==> src/rtl/counter_mod_n_pkg.sv <==
// Shared defaults and parameter-legality check
// for the modulo-N counter.
package counter_mod_n_pkg;

  localparam int N_DEF  = 10;
  localparam int B_DEF  = 4;
  localparam int WW_DEF = 8;

  // 2**b must hold every count 0..N-1
  function automatic bit params_ok(
    input int n,
    input int bw,
    input int ww
  );
    if (n < 2 || ww < 1) return 1'b0;
    if (bw < 1 || bw > 30) return 1'b0;
    return (1 << bw) >= n;
  endfunction

endpackage

==> src/rtl/counter_mod_n_bin2gray.sv <==
// Combinational binary to reflected-Gray
// conversion.
module bin2gray #(
  parameter int WIDTH = 4
) (
  input  logic [WIDTH-1:0] bin,
  output logic [WIDTH-1:0] gray
);

  assign gray = bin ^ (bin >> 1);

endmodule

==> src/rtl/counter_mod_n.sv <==
// Free-running modulo-N counter with terminal
// count, Gray view and wrap-event counter.
module counter_mod_n
  import counter_mod_n_pkg::*;
#(
  parameter int N  = N_DEF,
  parameter int b  = B_DEF,
  parameter int WW = WW_DEF
) (
  input  logic          clk,
  input  logic          reset,
  output logic [b-1:0]  out,
  output logic          tc,
  output logic [b-1:0]  out_gray,
  output logic [WW-1:0] wraps
);

  if (!params_ok(N, b, WW)) begin : g_param_err
    $error("counter_mod_n: illegal N/b/WW");
  end

  localparam logic [b-1:0] LAST = b'(N - 1);

  logic [b-1:0]  out_q;
  logic [b-1:0]  out_d;
  logic [WW-1:0] wraps_q;
  logic [WW-1:0] wraps_d;

  // out_q > LAST only after an upset
  always_comb begin
    out_d   = out_q;
    wraps_d = wraps_q;
    unique case (1'b1)
      (out_q < LAST): begin
        out_d = out_q + b'(1);
      end
      (out_q == LAST): begin
        out_d   = '0;
        wraps_d = wraps_q + WW'(1);
      end
      default: begin
        out_d = '0;
      end
    endcase
  end

  always_ff @(posedge clk or negedge reset) begin
    if (!reset) begin
      out_q   <= '0;
      wraps_q <= '0;
    end else begin
      out_q   <= out_d;
      wraps_q <= wraps_d;
    end
  end

  assign out   = out_q;
  assign wraps = wraps_q;
  assign tc    = (out_q == LAST);

  bin2gray #(
    .WIDTH(b)
  ) u_gray (
    .bin  (out_q),
    .gray (out_gray)
  );

endmodule

==> config.mk <==
export PLATFORM = sky130hd
export DESIGN_NAME = counter_mod_n
export DESIGN_NICKNAME = d
export VERILOG_FILES = /design/src/rtl/counter_mod_n_pkg.sv /design/src/rtl/counter_mod_n_bin2gray.sv /design/src/rtl/counter_mod_n.sv
export SDC_FILE = /design/constraint.sdc
export NUM_CORES = 1
export LEC_CHECK = 0
export CORE_MARGIN = 10
export CORE_UTILIZATION = 44
export CTS_BUF_LIST = sky130_fd_sc_hd__clkbuf_4 sky130_fd_sc_hd__clkbuf_8 sky130_fd_sc_hd__clkbuf_16
export DETAILED_ROUTE_END_ITERATION = 12
export PLACE_DENSITY_LB_ADDON = 0.05
export RECOVER_POWER = 100
export SLEW_MARGIN = 10
export SYNTH_ARGS = -nofsm -noshare
export SYNTH_HDL_FRONTEND = slang
export SYNTH_HIERARCHICAL = 1
export SYNTH_SLANG_ARGS = --single-unit
==> constraint.sdc <==
create_clock -name clk -period 1.7 [get_ports clk]
set_input_delay 0.34 -clock clk [delete_from_list [all_inputs] [get_ports clk]]
set_output_delay 0.34 -clock clk [all_outputs]
set_load 0.02 [all_outputs]
==> After elaboration in Yosys (flattened, before gate mapping) <==
Index checks and enable logic that the tools add are counted.
{ "op_classes": {"addsub": 2, "order_cmp": 1, "eq_ne": 1, "n_mux": 1, "n_bitwise": 1} }
{ "ops": {"columns": ["operator", "count"], "rows": [
  ["8-bit by 1-bit adder with 8-bit output, second input constant", 1],
  ["4-bit by 1-bit adder with 4-bit output, second input constant", 1],
  ["4-bit == test, second input constant", 1],
  ["4-bit less-than comparator, second input constant", 1],
  ["4-bit 2-to-1 mux", 1],
  ["4-bit by 3-bit XOR with 4-bit output", 1]
]} }
{ "totals": {"ff_bits": 12, "input_bits": 2, "output_inout_bits": 17, "wordCells": 8} }

==> Logic depth before layout (Yosys ltp) <==
{ "depth": {"word_depth": 2, "ltp_mapped": 5, "mapped_depth_nobuf": 5} }

==> By module <==
The synthesis kept the hierarchy.
{ "by_module_without_submodules": {"columns": ["module", "n_inst", "cells_each", "area_each_um2", "seq_area_each_um2"], "rows": [
  ["counter_mod_n", 1, 48, 584.3, 300.3],
  ["bin2gray", 1, 4, 33.8, 0.0]
]} }

==> Least setup slack after synthesis <==
No wires, ideal clock.
{ "synth_path": {"path_type": "register to output", "start": "register out_q[1] (netlist: out[1])", "end": "output port tc", "t_arrival_ns": 1.103, "t_required_ns": 1.360, "slack_ns": 0.257, "path_stages_with_launch": 5, "n_path_buf": 0, "cell_sequence": "dfrtp_1 > inv_1 > ha_1 > nand3b_4 > inv_1"} }
{ "synth_between": {"elab_chain_cells": 1} }
{ "synth_lines": {"columns": ["element", "line", "text"], "rows": [
  ["from (decl)", "counter_mod_n.sv:24", "logic [b-1:0] out_q;"],
  ["from (signal assigned)", "counter_mod_n.sv:52", "out_q <= out_d;"],
  ["4-bit == test", "counter_mod_n.sv:59", "assign tc = (out_q == LAST);"],
  ["to (decl)", "counter_mod_n.sv:13", "output logic tc,"]
]} }
No other way between the ends.

==> Worst setup path in the final report <==
{ "layout_path": {"start": "register wraps_q[5] (netlist: wraps[5])", "end": "output port wraps[5]"} }
{ "layout_rtl": {"columns": ["element", "line", "text"], "rows": [
  ["from (decl)", "counter_mod_n.sv:26", "logic [WW-1:0] wraps_q;"],
  ["from (signal assigned)", "counter_mod_n.sv:53", "wraps_q <= wraps_d;"],
  ["to (decl)", "counter_mod_n.sv:15", "output logic [WW-1:0] wraps"]
]} }
No word-level cell between the ends.

==> run metrics <==
status=completed; Port Buffers=18; Max Cap Violations=0; Cells on Worst Hold Path=1; Root Driver=clkbuf_4; dpl ws=-0.0323 ns; post-route ant nets=0; Clock transition at path regs=0.07 ns; final period demand of the worst path=1.63 ns; Final Setup Violations=0; Initial Util=46.9%; Skew-Pair Late Insertion Delay=0.27 ns; upper clock frequency limit=0.613 GHz; kind of cell adding the most delay to the critical path=buffers and inverters; YS warnings=6; CTS tree=built; CP endpoint kind=output port; Hold Path Class=reg2reg; Worst setup SP type=flop; RSZ-0062 raised after global routing=false; clock skew=0.00519 ns; critical path cell sequence=clkdlybuf4s50_1; drt pass-1 iters=3; routed len/inst=14.0 um; Horiz. Die Dim=57.5 um; final core occ=61.1%; Post-Syn Instances=52; worst ir drop on vdd=0.294 mV; Chip Height=57.5 um; post-synth top area share=48.6%; core area=1320 um^2; Post-DP HPWL=1.03 mm; Post-Synthesis Cell Area=618 um^2; Final Hold Viols=0; largest cells by area after synthesis=dfrtp_1 49%, xor2_1 9.9%, ha_1 8.1%, xnor2_1 4.3%, mux2_2 3.6%; Synth cell types=20; post-place instance area=847 um^2; WP data required=1.36 ns; slew margin rel.=64.3%; post-route setup slack=0.0689 ns; Mapped Avg Cell Area=11.9 um^2; row cnt=13; WP depth=1; Layout area overhead=30.2%; Seq/Total Area, Yosys=48.6%; post-layout power=0.000463 W; initial DRC count=2; largest net degree at the start of global routing=13; Pwr Density=575 nW/um^2; CP max stage delay=0.63 ns; Final Cell Area=805 um^2; hold buffer count at CTS=0; I/O Pins=19; first-pass GRT wire length=2.30 mm; Tcrit/Tclk final=95.9%; Worst Path Arrival=1.29 ns; Nets=85; Die ar.=3300 um^2; synthesized flop and latch total=12; CTS Buffer Depth=2; Via density=4.80; largest area contributor in the netlist=dfrtp_1; Total GRT Usage=8.63%; vias=442; layout cell share with drive strength beyond 1=18.2%; Sum Neg Setup Slack=0 ns; CTS Buf Count=3; Worst path slowest cell=clkdlybuf4s50_1; CP max FO=4; H-tree depth=1; TritonCTS Sinks=12; LEAKAGE=0.409 nW; total gr overflow=0; vias in the first global route=457; most frequent cells in the layout=10 x dfrtp_1, 9 x dlygate4sd2_1, 7 x xor2_1; Routability Congestion=0.736; DR DRC count=0; Syn Nets=58; Worst Tran Pin Value=0.533 ns; max-slew violations=0; crit path kind=reg2out; initial antenna violation count=0; reg2reg path depth=5; commonest non-fill, non-tap cell in the layout=dfrtp_1; Antenna diodes=0; buffers and inverters on the worst path=1; routed wire length=1.28 mm
[sequential cells by signal, indices dropped and copies added, names as in the netlist]
name,flops
out,4
wraps,8
[layout make-up]
type	instances	area [um^2]
Sequential cell	12	303
Multi-Input combinational cell	34	273
Inverter	5	18.8
Clock buffer	3	22.5
Tap cell	15	18.8
Timing Repair Buffer	23	169
Fill cell	121	513
[per-stage QoR]
step	hold WS (ns)	cells
floorplan	0.0444	52
global placement	0.456	89
detailed placement	0.464	89
CTS	0.442	92
global route	0.488	92
finish	0.472	92
[path summary, 6_finish.rpt]
path                                      start                   end  slack (ns)
setup / recovery           wraps[5]$_DFFE_PN0P_              wraps[5]        0.07
hold / removal             wraps[7]$_DFFE_PN0P_  wraps[7]$_DFFE_PN0P_        0.47
setup reg to reg               out[1]$_DFF_PN0_  wraps[1]$_DFFE_PN0P_        0.31
hold reg to reg            wraps[7]$_DFFE_PN0P_  wraps[7]$_DFFE_PN0P_        0.47
max in group asynchronous                 reset      out[2]$_DFF_PN0_        0.82
min in group asynchronous                 reset  wraps[7]$_DFFE_PN0P_        0.49
[cell families after synthesis]
group | after synthesis | synth area share (%)
AND/OR/NAND/NOR | 14 | 17.6
flip-flops | 12 | 48.6
XOR/XNOR | 10 | 14.2
buffers and inverters | 6 | 4.25
AO/OA/AOI/OAI | 4 | 3.64
adder cells (fa/ha/maj) | 4 | 8.10
multiplexers | 2 | 3.64
[routing by layer]
| layer | track usage (%) | routed length (um) |
|---|---|---|
| met3 | 4.20 | 115 |
| met4 | 3.02 | 0 |
| met1 | 11.7 | 614 |
| met2 | 11.3 | 554 |
| met5 | 0 | 0 |
[power by group]
part,switching (W),internal [W]
clock,0.0000891,0.0000818
combinational,0.00000522,0.00000157
sequential,0,0.000285
total,0.0000943,0.000369
[cells in the mapped netlist (all sizes together)]
cell / instances
a21boi: 1
a21oi: 2
and2b: 1
and3: 1
and4b: 1
buf: 1
dfrtp: 12
ha: 4
inv: 5
mux2: 2
nand2: 1
nand2b: 1
nand3: 4
nand3b: 1
nand4: 1
nor2: 1
nor3: 2
o21ai: 1
xnor2: 3
xor2: 7
[timing repair]
action / 4_1_cts / 5_1_grt
gates resized for setup: 14 / 6
setup endpoints to repair: 10 / 5
setup buffers: 0 / 0
cloned: 0 / 0
Note: power is estimated with default switching activity, not from simulation.
